**src/rtl/hs_byte_packer.sv**
```systemverilog
// Packs RATIO narrow valid/ready beats into one wide word carrying keep and last.
// Optional idle flush of partial words: define HS_PACK_FLUSH_TIMEOUT_EN.
module hs_byte_packer #(
    parameter int IN_WIDTH = 8,
    parameter int RATIO    = 4,
    parameter int TIMEOUT  = 16
) (
    input  logic                      clk,
    input  logic                      rst_n,
    input  logic                      up_valid,
    input  logic [IN_WIDTH-1:0]       up_data,
    input  logic                      up_last,
    output logic                      up_ready,
    output logic                      down_valid,
    output logic [IN_WIDTH*RATIO-1:0] down_data,
    output logic [RATIO-1:0]          down_keep,
    output logic                      down_last,
    input  logic                      down_ready
);
    localparam int OW = IN_WIDTH * RATIO;
    localparam int IW = (RATIO > 1) ? $clog2(RATIO) : 1;

    // Valid/ready: a beat or word moves on a rising edge where both valid and
    // ready are high; valid never waits on ready and data holds while stalled.

    logic [OW-1:0]    acc_data;
    logic [RATIO-1:0] acc_keep;
    logic             acc_last;
    logic [IW-1:0]    idx;
    logic             pending;

    logic [OW-1:0]    word_data;
    logic [RATIO-1:0] word_keep;
    logic             accept;
    logic             slot_free;
    logic             lane_end;

`ifdef HS_PACK_FLUSH_TIMEOUT_EN
    localparam int CW = $clog2(TIMEOUT + 1);
    logic [CW-1:0] idle_cnt;
`endif

    // up_ready depends only on the pending register, never on down_ready.
    assign up_ready  = !pending;
    assign accept    = up_valid && up_ready;
    assign slot_free = !down_valid || down_ready;
    assign lane_end  = (idx == IW'(RATIO - 1));

    // Accumulator with the current beat merged into lane idx.
    always_comb begin
        word_data = acc_data;
        word_data[int'(idx)*IN_WIDTH +: IN_WIDTH] = up_data;
        word_keep = acc_keep;
        word_keep[idx] = 1'b1;
    end

    always_ff @(posedge clk) begin
        if (!rst_n) begin
            down_valid <= 1'b0;
            down_data  <= '0;
            down_keep  <= '0;
            down_last  <= 1'b0;
            acc_data   <= '0;
            acc_keep   <= '0;
            acc_last   <= 1'b0;
            idx        <= '0;
            pending    <= 1'b0;
`ifdef HS_PACK_FLUSH_TIMEOUT_EN
            idle_cnt   <= '0;
`endif
        end else begin
            if (down_valid && down_ready)
                down_valid <= 1'b0;
`ifdef HS_PACK_FLUSH_TIMEOUT_EN
            idle_cnt <= '0;
`endif
            if (pending) begin
                if (slot_free) begin
                    down_valid <= 1'b1;
                    down_data  <= acc_data;
                    down_keep  <= acc_keep;
                    down_last  <= acc_last;
                    acc_data   <= '0;
                    acc_keep   <= '0;
                    acc_last   <= 1'b0;
                    pending    <= 1'b0;
                end
            end else if (accept) begin
                if (lane_end || up_last) begin
                    idx <= '0;
                    if (slot_free) begin
                        down_valid <= 1'b1;
                        down_data  <= word_data;
                        down_keep  <= word_keep;
                        down_last  <= up_last;
                        acc_data   <= '0;
                        acc_keep   <= '0;
                    end else begin
                        acc_data <= word_data;
                        acc_keep <= word_keep;
                        acc_last <= up_last;
                        pending  <= 1'b1;
                    end
                end else begin
                    acc_data <= word_data;
                    acc_keep <= word_keep;
                    idx      <= idx + 1'b1;
                end
            end
`ifdef HS_PACK_FLUSH_TIMEOUT_EN
            else if (idx != '0) begin
                // Idle partial word: close it without last once the count expires.
                if (idle_cnt == CW'(TIMEOUT - 1)) begin
                    idx <= '0;
                    if (slot_free) begin
                        down_valid <= 1'b1;
                        down_data  <= acc_data;
                        down_keep  <= acc_keep;
                        down_last  <= 1'b0;
                        acc_data   <= '0;
                        acc_keep   <= '0;
                    end else begin
                        acc_last <= 1'b0;
                        pending  <= 1'b1;
                    end
                end else begin
                    idle_cnt <= idle_cnt + 1'b1;
                end
            end
`endif
        end
    end
endmodule

```
**config.mk**
```make
export PLATFORM = sky130hd
export DESIGN_NAME = hs_byte_packer
export DESIGN_NICKNAME = d
export VERILOG_FILES = /design/src/rtl/hs_byte_packer.sv
export SDC_FILE = /design/constraint.sdc
export NUM_CORES = 1
export LEC_CHECK = 0
export ABC_AREA = 1
export CAP_MARGIN = 20
export CORE_ASPECT_RATIO = 1.2
export CORE_MARGIN = 2
export CORE_UTILIZATION = 61
export CTS_BUF_LIST = sky130_fd_sc_hd__clkbuf_2
export CTS_CLUSTER_DIAMETER = 150
export DETAILED_ROUTE_END_ITERATION = 10
export PLACE_DENSITY = 0.87
export SYNTH_ARGS = -nofsm -noshare
export SYNTH_HDL_FRONTEND = slang
export SYNTH_SLANG_ARGS = --single-unit
```
**constraint.sdc**
```tcl
create_clock -name clk -period 5 [get_ports clk]
set_input_delay 1 -clock clk [delete_from_list [all_inputs] [get_ports clk]]
set_output_delay 1 -clock clk [all_outputs]
set_load 0.02 [all_outputs]
```
==> flow_metrics.tcl, run 1 <==
set metrics [dict create \
    fmax_mhz 313 \
    cts-resized-gates 0 \
    finalClockSkew_ns 0.0241 \
    critPathArrivalTime_ns 2.19 \
    netlist_area_mm2 0.00391 \
    holdPathStages 2 \
    drc 0 \
    cts_hold_buffers 0 \
    final_common_cell "nand2_1" \
    min_to "acc_keep[3]$_SDFFE_PN0P_" \
    dp_hpwl_mm 6.04 \
    layout_common_cells "nand2_1, dfxtp_1, nor2_1, a21oi_1, clkdlybuf4s50_1" \
    tns_ns 0 \
    grt.met2_usage_pct 50.0 \
    maxCapViolCount 0 \
    area_growth_syn_to_layout_pct 15.5 \
    critPathMaxFanout 25 \
    core_mm2 0.00613 \
    r2r_setup_slack_ns 2.02 \
    crit_type "reg2out" \
    clk_path_buf_depth 2 \
    rows 31 \
    dr_total_vias 3982 \
    grt_pass1_wl_mm 16.6 \
    worst_setup_path_start_kind "flip-flop" \
    h-tree-depth 3 \
    cts_root_buf "clkbuf_2" \
    p_seq_share_pct 52.4 \
    finalMaxSlewViolations 0 \
    p_int_uw 899 \
    io_pins 52 \
    peakVddDrop_mv 0.150 \
    rr_endpoint "acc_data[16]$_SDFFE_PN0P_" \
    avgSynthCellArea_um2 6.45 \
    power_frac_comb_pct 17.5 \
    powerDensity_mw_per_mm2 281 \
    p_leak_uw 0.00187 \
    r2r_cells 6 \
    ys_warn_count 0 \
    rsz0062_at_grt "false" \
    report.power.total_uw 1270 \
    clk_latency_ns 0.52 \
    die_w_um 77.1 \
    final_net_count 657 \
    end_kind "output pin" \
    drt_iter0_markers 312 \
    outcome "finished clean" \
    top_usage_layer "met2" \
    place.gp.congestion 0.858 \
    fin_crit_ns 3.19 \
    tightestPinTransition_ns 0.842 \
    drive_gt1_share_pct 3.74 \
    numClockSinks 78 \
    clk_pin_slew_ns 0.21 \
    grt_start_max_net_pins 57 \
    syn-num-nets 628 \
    yosys.cell_types.count 24 \
    yosysSeqAreaShare_pct 39.9 \
    synthesis.instances 607 \
    crit_required_ns 4.00 \
    firstDrtPassIters 7 \
    hp-start "acc_keep[3]$_SDFFE_PN0P_" \
    hold_violations 0 \
    grtUsageMet1_pct 34.2 \
    antenna_found_initial 1 \
    gr-total-overflow 0 \
    r2r-start "idx[0]$_SDFFE_PN0P_" \
    setup_viol 0 \
    numCtsBuffers 9 \
    pwr-share-clk_pct 30.1 \
    post-cts-setup-buffers 0 \
    wire_per_inst_um 13.7 \
    start_util_pct 63.9 \
    track_usage_pct 28.7 \
    finalWirelength_mm 9.89 \
    grt_pass1_vias 3702 \
    viasPerCell 5.50 \
    netSwitchingPower_uw 373 \
    port_buffers 51 \
    die_y_um 91.7 \
    ys_ff_latch 78 \
    antenna_left 0 \
    grt_use_met3_pct 3.74 \
    finalCritPeriodShare_pct 63.9 \
    relSlewSlack_pct 43.8 \
    hold_class "reg2reg" \
    cts_tree "built" \
    die-area_mm2 0.00708 \
    swShare_pct 29.4 \
]
-- through the flow --
stage	area (um^2)	instances	hold WS, ns	setup WS [ns]	util (%)
floorplan	3910	607	0.430	3.04	-
global placement	4360	706	0.442	1.88	71.2
detailed placement	4360	706	0.453	1.78	71.2
CTS	4490	722	0.476	1.82	73.3
global route	4520	724	0.509	1.73	73.8
finish	4520	724	0.475	1.81	73.8
-- state kept, by name, summed over array words and instances (netlist names) --
register    flops
down_keep       4
acc_last        1
down_data      32
acc_keep        4
acc_data       32
down_valid      1
down_last       1
pending         1
idx             2
-- final cells by class --
class / instances / area (um^2)
Timing Repair Buffer: 55 / 561
Clock inverter: 5 / 73.8
Clock buffer: 11 / 55.1
Sequential cell: 78 / 1560
Multi-Input combinational cell: 441 / 1970
Fill cell: 528 / 1610
Inverter: 51 / 191
Antenna cell: 1 / 2.50
Tap cell: 82 / 103
-- power by group through the flow --
stage / combinational [uW] / clock (uW) / sequential [uW]
4_1_cts: 218 / 386 / 667
2_1_floorplan: 120 / 0 / 699
3_5_place_dp: 217 / 0 / 679
3_3_place_gp: 212 / 0 / 679
5_1_grt: 244 / 408 / 671
6_report: 222 / 383 / 667
-- kinds of logic (layout without fill, tap and decap cells) --
group           count (synthesis)  after routing  share of synthesized area [%]
other cells                     0              1                              0
fa+ha+maj                       8              8                           2.56
compound gates                124            124                           16.6
buf+inv                        88            122                           9.69
flops                          78             78                           39.9
simple gates                  309            309                           31.3
-- synthesized netlist by cell type --
master / instances / area share [%]
clkbuf_1: 12 / 1.2
nand3_1: 32 / 4.1
inv_2: 2 / 0.19
a211oi_1: 1 / 0.19
nor2_1: 75 / 7.2
ha_1: 8 / 2.6
clkinv_1: 1 / 0.096
nor2_2: 1 / 0.16
buf_6: 3 / 0.86
nor3_1: 1 / 0.13
a21boi_0: 6 / 1.2
o211ai_1: 1 / 0.19
nand2_2: 1 / 0.16
o21ai_2: 1 / 0.22
nand4_1: 7 / 1.1
buf_1: 3 / 0.29
buf_2: 18 / 2.3
o31ai_1: 2 / 0.38
o21ai_0: 39 / 5.0
inv_1: 48 / 4.6
buf_4: 1 / 0.19
dfxtp_1: 78 / 40
a21oi_1: 74 / 9.5
nand2_1: 192 / 18
-- worst max-delay path by stage --
stage / startpoint / to / slack, ns
floorplan: down_ready / down_data[14]$_SDFFE_PN0P_ / 3.04
global placement: up_valid / down_data[2]$_SDFFE_PN0P_ / 1.88
detailed placement: up_last / down_data[5]$_SDFFE_PN0P_ / 1.78
CTS: pending$_SDFF_PN0_ / up_ready / 1.82
global route: pending$_SDFF_PN0_ / up_ready / 1.73
finish: pending$_SDFF_PN0_ / up_ready / 1.81
-- critical path, stage by stage (launching register included) --
cell and delay [ns]:
dfxtp_1 0.36, inv_1 0.57, clkdlybuf4s50_1 0.75
-- layer usage --
metal	wire, um	vias up
met1	4040	1812
met2	4870	172
li1	-	1978
met4	231	0
met3	751	20
met5	0	-
No activity file was read; power rests on OpenSTA's default activity.
==> run 2, diff against run 1 <==
--- a/config.mk
+++ b/config.mk
@@ -9,11 +9,11 @@
 export CAP_MARGIN = 20
 export CORE_ASPECT_RATIO = 1.2
 export CORE_MARGIN = 2
-export CORE_UTILIZATION = 61
+export CORE_UTILIZATION = 52
 export CTS_BUF_LIST = sky130_fd_sc_hd__clkbuf_2
 export CTS_CLUSTER_DIAMETER = 150
 export DETAILED_ROUTE_END_ITERATION = 10
-export PLACE_DENSITY = 0.87
+export PLACE_DENSITY = 0.79
 export SYNTH_ARGS = -nofsm -noshare
 export SYNTH_HDL_FRONTEND = slang
 export SYNTH_SLANG_ARGS = --single-unit
==> constraint.sdc (replaced) <==
create_clock -name clk -period 2.85 [get_ports clk]
set_input_delay 0.57 -clock clk [delete_from_list [all_inputs] [get_ports clk]]
set_output_delay 0.57 -clock clk [all_outputs]
set_load 0.02 [all_outputs]
==> flow_metrics.tcl, run 2 (synthesis gave the netlist of run 1 again) <==
set metrics [dict create \
    outcome "finished clean" \
    clk_latency_ns 0.54 \
    worst_setup_path_start_kind "flip-flop" \
    p_seq_share_pct 54.7 \
    clk_pin_slew_ns 0.20 \
    rr_endpoint "acc_data[16]$_SDFFE_PN0P_" \
    finalClockSkew_ns 0.0175 \
    hp-start "acc_keep[3]$_SDFFE_PN0P_" \
    p_leak_uw 0.00185 \
    dr_total_vias 3895 \
    area_growth_syn_to_layout_pct 14.8 \
    setup_viol 0 \
    h-tree-depth 3 \
    tightestPinTransition_ns 1.05 \
    rows 34 \
    r2r_cells 6 \
    final_common_cell "nand2_1" \
    core_mm2 0.00727 \
    drive_gt1_share_pct 3.90 \
    place.gp.congestion 0.851 \
    grt_start_max_net_pins 57 \
    critPathBufInv 3 \
    min_to "acc_keep[3]$_SDFFE_PN0P_" \
    hold_violations 0 \
    rsz0062_at_grt "false" \
    r2r-start "idx[1]$_SDFFE_PN0P_" \
    cts_tree "built" \
    port_buffers 51 \
    drc 0 \
    antenna_found_initial 0 \
    cts_root_buf "clkbuf_2" \
    die_y_um 99.0 \
    power_frac_comb_pct 18.4 \
    drt_iter0_markers 252 \
    critPathArrivalTime_ns 1.84 \
    end_kind "output pin" \
    clk_path_buf_depth 2 \
    finalWirelength_mm 9.45 \
    p_int_uw 1470 \
    fin_crit_ns 2.41 \
    netSwitchingPower_uw 655 \
    cts-resized-gates 0 \
    grt_pass1_wl_mm 15.8 \
    r2r_setup_slack_ns 0.61 \
    powerDensity_mw_per_mm2 473 \
    antenna_left 0 \
    die-area_mm2 0.00824 \
    firstDrtPassIters 5 \
    track_usage_pct 23.4 \
    pwr-share-clk_pct 26.9 \
    post-cts-setup-buffers 0 \
    layout_common_cells "nand2_1, dfxtp_1, nor2_1, a21oi_1, clkdlybuf4s50_1" \
    fmax_mhz 415 \
    numCtsBuffers 9 \
    start_util_pct 53.8 \
    final_util_pct 61.7 \
    gr-total-overflow 0 \
    finalCritPeriodShare_pct 84.6 \
    crit_required_ns 2.28 \
    relSlewSlack_pct 29.7 \
    crit_type "reg2out" \
    numClockSinks 78 \
    peakVddDrop_mv 0.289 \
    final_net_count 659 \
    viasPerCell 5.33 \
    critPathMaxStageDelay_ns 0.65 \
    critPathMaxFanout 25 \
    maxCapViolCount 0 \
    finalMaxSlewViolations 0 \
    tns_ns 0 \
    holdPathStages 2 \
    diodes 0 \
    io_pins 52 \
    cp_slowest_cell "clkdlybuf4s50_1" \
    die_w_um 83.2 \
    cp_top_family "buffers and inverters" \
    wire_per_inst_um 12.9 \
    cp_cell_sequence "inv_1 > buf_4 > clkdlybuf4s50_1" \
    swShare_pct 30.8 \
    grt_pass1_vias 3444 \
    hold_class "reg2reg" \
    cts_hold_buffers 0 \
    top_regs "acc_data (32), down_data (32)" \
    dp_hpwl_mm 5.92 \
]
run 2: cell count changes in the layout (fill, tap and decap cells not counted):
cell and delta:
buf_16 -1, buf_4 +3, bufinv_16 -1, clkbuf_2 -2, clkinv_1 -1, clkinv_2 +1, clkinvlp_4 +1, diode_2 -1
run 2: routing by layer:
| metal | vias up | track usage (%) | routed length, um |
|---|---|---|---|
| met5 | - | 0 | 0 |
| met4 | 0 | 7.94 | 178 |
| met3 | 16 | 5.11 | 578 |
| met2 | 129 | 38.5 | 4440 |
| met1 | 1766 | 30.6 | 4250 |
| li1 | 1984 | - | - |
run 2: per-stage QoR:
step / area (um^2) / power, uW / hold slack (ns) / setup WS, ns / cells
floorplan: 3910 / 1440 / 0.430 / 1.08 / 607
global placement: 4390 / 1560 / 0.442 / 0.407 / 717
detailed placement: 4390 / 1570 / 0.450 / 0.314 / 717
CTS: 4490 / 2130 / 0.473 / 0.434 / 731
global route: 4490 / 2230 / 0.488 / 0.347 / 731
finish: 4490 / 2120 / 0.471 / 0.440 / 731
run 2: area by class of cell:
class	count	area [um^2]
multi-input cells	441	1970
well taps	90	113
flip-flops and latches	78	1560
clock buffers	9	45.0
fillers	670	2780
repair buffers	57	556
inverters	51	191
clock inverters	5	52.6
run 2: worst min-delay path, cell delays in order, from the launching register on:
cell	delay [ns]
dfxtp_1	0.34
inv_1	0.05
a21oi_1	0.06
run 2: power by group through the flow:
| stage | Clock (uW) | Sequential (uW) | Combinational, uW |
|---|---|---|---|
| 2_1_floorplan | 0 | 1230 | 211 |
| 6_report | 573 | 1160 | 390 |
| 3_3_place_gp | 0 | 1180 | 381 |
| 5_1_grt | 626 | 1170 | 432 |
| 4_1_cts | 576 | 1160 | 388 |
| 3_5_place_dp | 0 | 1180 | 386 |
run 2: worst max path at each step:
| stage | endpoint | depth (start not counted) | slack, ns | start |
|---|---|---|---|---|
| finish | up_ready | 3 | 0.44 | pending$_SDFF_PN0_ |
| global route | acc_data[16]$_SDFFE_PN0P_ | 6 | 0.35 | idx[1]$_SDFFE_PN0P_ |
| CTS | up_ready | 3 | 0.43 | pending$_SDFF_PN0_ |
| detailed placement | acc_data[8]$_SDFFE_PN0P_ | 8 | 0.31 | down_ready |
| global placement | acc_data[22]$_SDFFE_PN0P_ | 8 | 0.41 | down_ready |
| floorplan | acc_data[0]$_SDFFE_PN0P_ | 8 | 1.08 | idx[0]$_SDFFE_PN0P_ |
==> run 3, diff against run 2 <==
==> constraint.sdc (replaced) <==
create_clock -name clk -period 2.2 [get_ports clk]
set_input_delay 0.44 -clock clk [delete_from_list [all_inputs] [get_ports clk]]
set_output_delay 0.44 -clock clk [all_outputs]
set_load 0.02 [all_outputs]
==> flow_metrics.tcl, run 3 (synthesis gave the netlist of run 1 again) <==
set metrics [dict create \
    outcome "finished clean" \
    worst_slack_ns 0.172 \
    finalCritPeriodShare_pct 92.2 \
    post-cts-setup-buffers 0 \
    dp_hpwl_mm 6.29 \
    cts_hold_buffers 0 \
    hold_class "reg2reg" \
    critPathBufInv 2 \
    antenna_left 0 \
    grt_pass1_wl_mm 16.6 \
    cts_tree "built" \
    finalMaxSlewViolations 0 \
    core_mm2 0.00727 \
    fin_crit_ns 2.03 \
    antenna_found_initial 0 \
    critPathMaxStageDelay_ns 0.60 \
    final_common_cell "nand2_1" \
    area_growth_syn_to_layout_pct 18.6 \
    cts-resized-gates 0 \
    firstDrtPassIters 5 \
    fill_cells 664 \
    die_y_um 99.0 \
    port_buffers 51 \
    peakVddDrop_mv 0.487 \
    layout_common_cells "nand2_1, dfxtp_1, nor2_1, a21oi_1, clkdlybuf4s50_1" \
    finalClockSkew_ns 0.0356 \
    drive_gt1_share_pct 5.67 \
    relSlewSlack_pct 64.3 \
    report.power.total_uw 2930 \
    top_regs "acc_data (32), down_data (32)" \
    worst_setup_path_start_kind "flip-flop" \
    clk_latency_ns 0.54 \
    clk_pin_slew_ns 0.23 \
    wire_per_inst_um 13.2 \
    track_usage_pct 24.4 \
    maxCapViolCount 0 \
    h-tree-depth 3 \
    critPathArrivalTime_ns 1.59 \
    finalWirelength_mm 9.84 \
    numCtsBuffers 9 \
    tns_ns 0 \
    p_int_uw 2060 \
    crit_type "reg2out" \
    grt_start_max_net_pins 37 \
    powerDensity_mw_per_mm2 632 \
    cp_top_family "buffers and inverters" \
    power_frac_comb_pct 18.3 \
    cp_slowest_cell "clkdlybuf4s50_1" \
    end_kind "output pin" \
    dp_slack_ns 0.259 \
    tightestPinTransition_ns 0.536 \
    final_util_pct 63.8 \
    netSwitchingPower_uw 871 \
    critPathMaxFanout 2 \
    grt_pass1_vias 3767 \
    setup_viol 0 \
    drt_iter0_markers 343 \
    drc 0 \
    io_pins 52 \
    diodes 0 \
    die_w_um 83.2 \
    swShare_pct 29.7 \
    clk_path_buf_depth 2 \
    cp_cell_sequence "inv_1 > clkdlybuf4s50_1" \
    pwr-share-clk_pct 30.4 \
    final_net_count 669 \
    place.gp.congestion 0.915 \
    p_seq_share_pct 51.4 \
    fmax_mhz 493 \
    viasPerCell 5.36 \
    die-area_mm2 0.00824 \
    p_leak_uw 0.00193 \
    cts_root_buf "clkbuf_2" \
    dr_total_vias 3980 \
    numClockSinks 78 \
    hold_violations 0 \
    start_util_pct 53.8 \
    r2r_setup_slack_ns 0.22 \
    rows 34 \
    crit_required_ns 1.76 \
    rsz0062_at_grt "false" \
    gr-total-overflow 0 \
]
-- run 3: per-layer routing --
metal	share of wire, %	global-route usage (%)
met5	0	0
met4	2.1	10.8
met3	7.4	2.76
met2	48	42.8
met1	43	30.1
-- run 3: layout make-up --
| type | count | area, um^2 | area share (%) |
|---|---|---|---|
| Tap cell | 90 | 113 | 2.43 |
| Multi-Input combinational cell | 441 | 1970 | 42.5 |
| Inverter | 51 | 191 | 4.12 |
| Timing Repair Buffer | 67 | 668 | 14.4 |
| Sequential cell | 78 | 1560 | 33.6 |
| Clock inverter | 6 | 86.3 | 1.86 |
| Clock buffer | 10 | 50.0 | 1.08 |
-- run 3: metrics by stage --
stage / hold slack [ns] / instances / instance area [um^2]
after floorplan: 0.430 / 607 / 3910
after global placement: 0.450 / 727 / 4510
after detailed placement: 0.456 / 727 / 4510
after CTS: 0.480 / 743 / 4640
after global routing: 0.506 / 743 / 4640
final: 0.480 / 743 / 4640
-- run 3: path summary, 6_finish.rpt --
kind                                             from                  endpoint  depth (start not counted)
worst min-delay path            acc_last$_SDFFE_PN0P_     acc_last$_SDFFE_PN0P_                          2
worst min register to register  acc_last$_SDFFE_PN0P_     acc_last$_SDFFE_PN0P_                          2
worst max register to register    idx[1]$_SDFFE_PN0P_  acc_data[0]$_SDFFE_PN0P_                          7
worst max-delay path               pending$_SDFF_PN0_                  up_ready                          2
-- run 3: power groups by stage --
stage | Sequential, uW | Clock (uW) | Combinational [uW]
6_report | 1510 | 890 | 536
5_1_grt | 1520 | 956 | 592
4_1_cts | 1510 | 905 | 534
3_5_place_dp | 1540 | 0 | 530
3_3_place_gp | 1530 | 0 | 521
2_1_floorplan | 1590 | 0 | 273
-- run 3: worst register-to-register path, delay by kind of cell (launching register included) --
family / cells / cell delay [ns]
DFF: 1 / 0.39
buffers and inverters: 1 / 0.09
adders and majority gates: 1 / 0.42
and+or+nand+nor: 3 / 0.67
AOI/OAI and AO/OA: 2 / 0.34
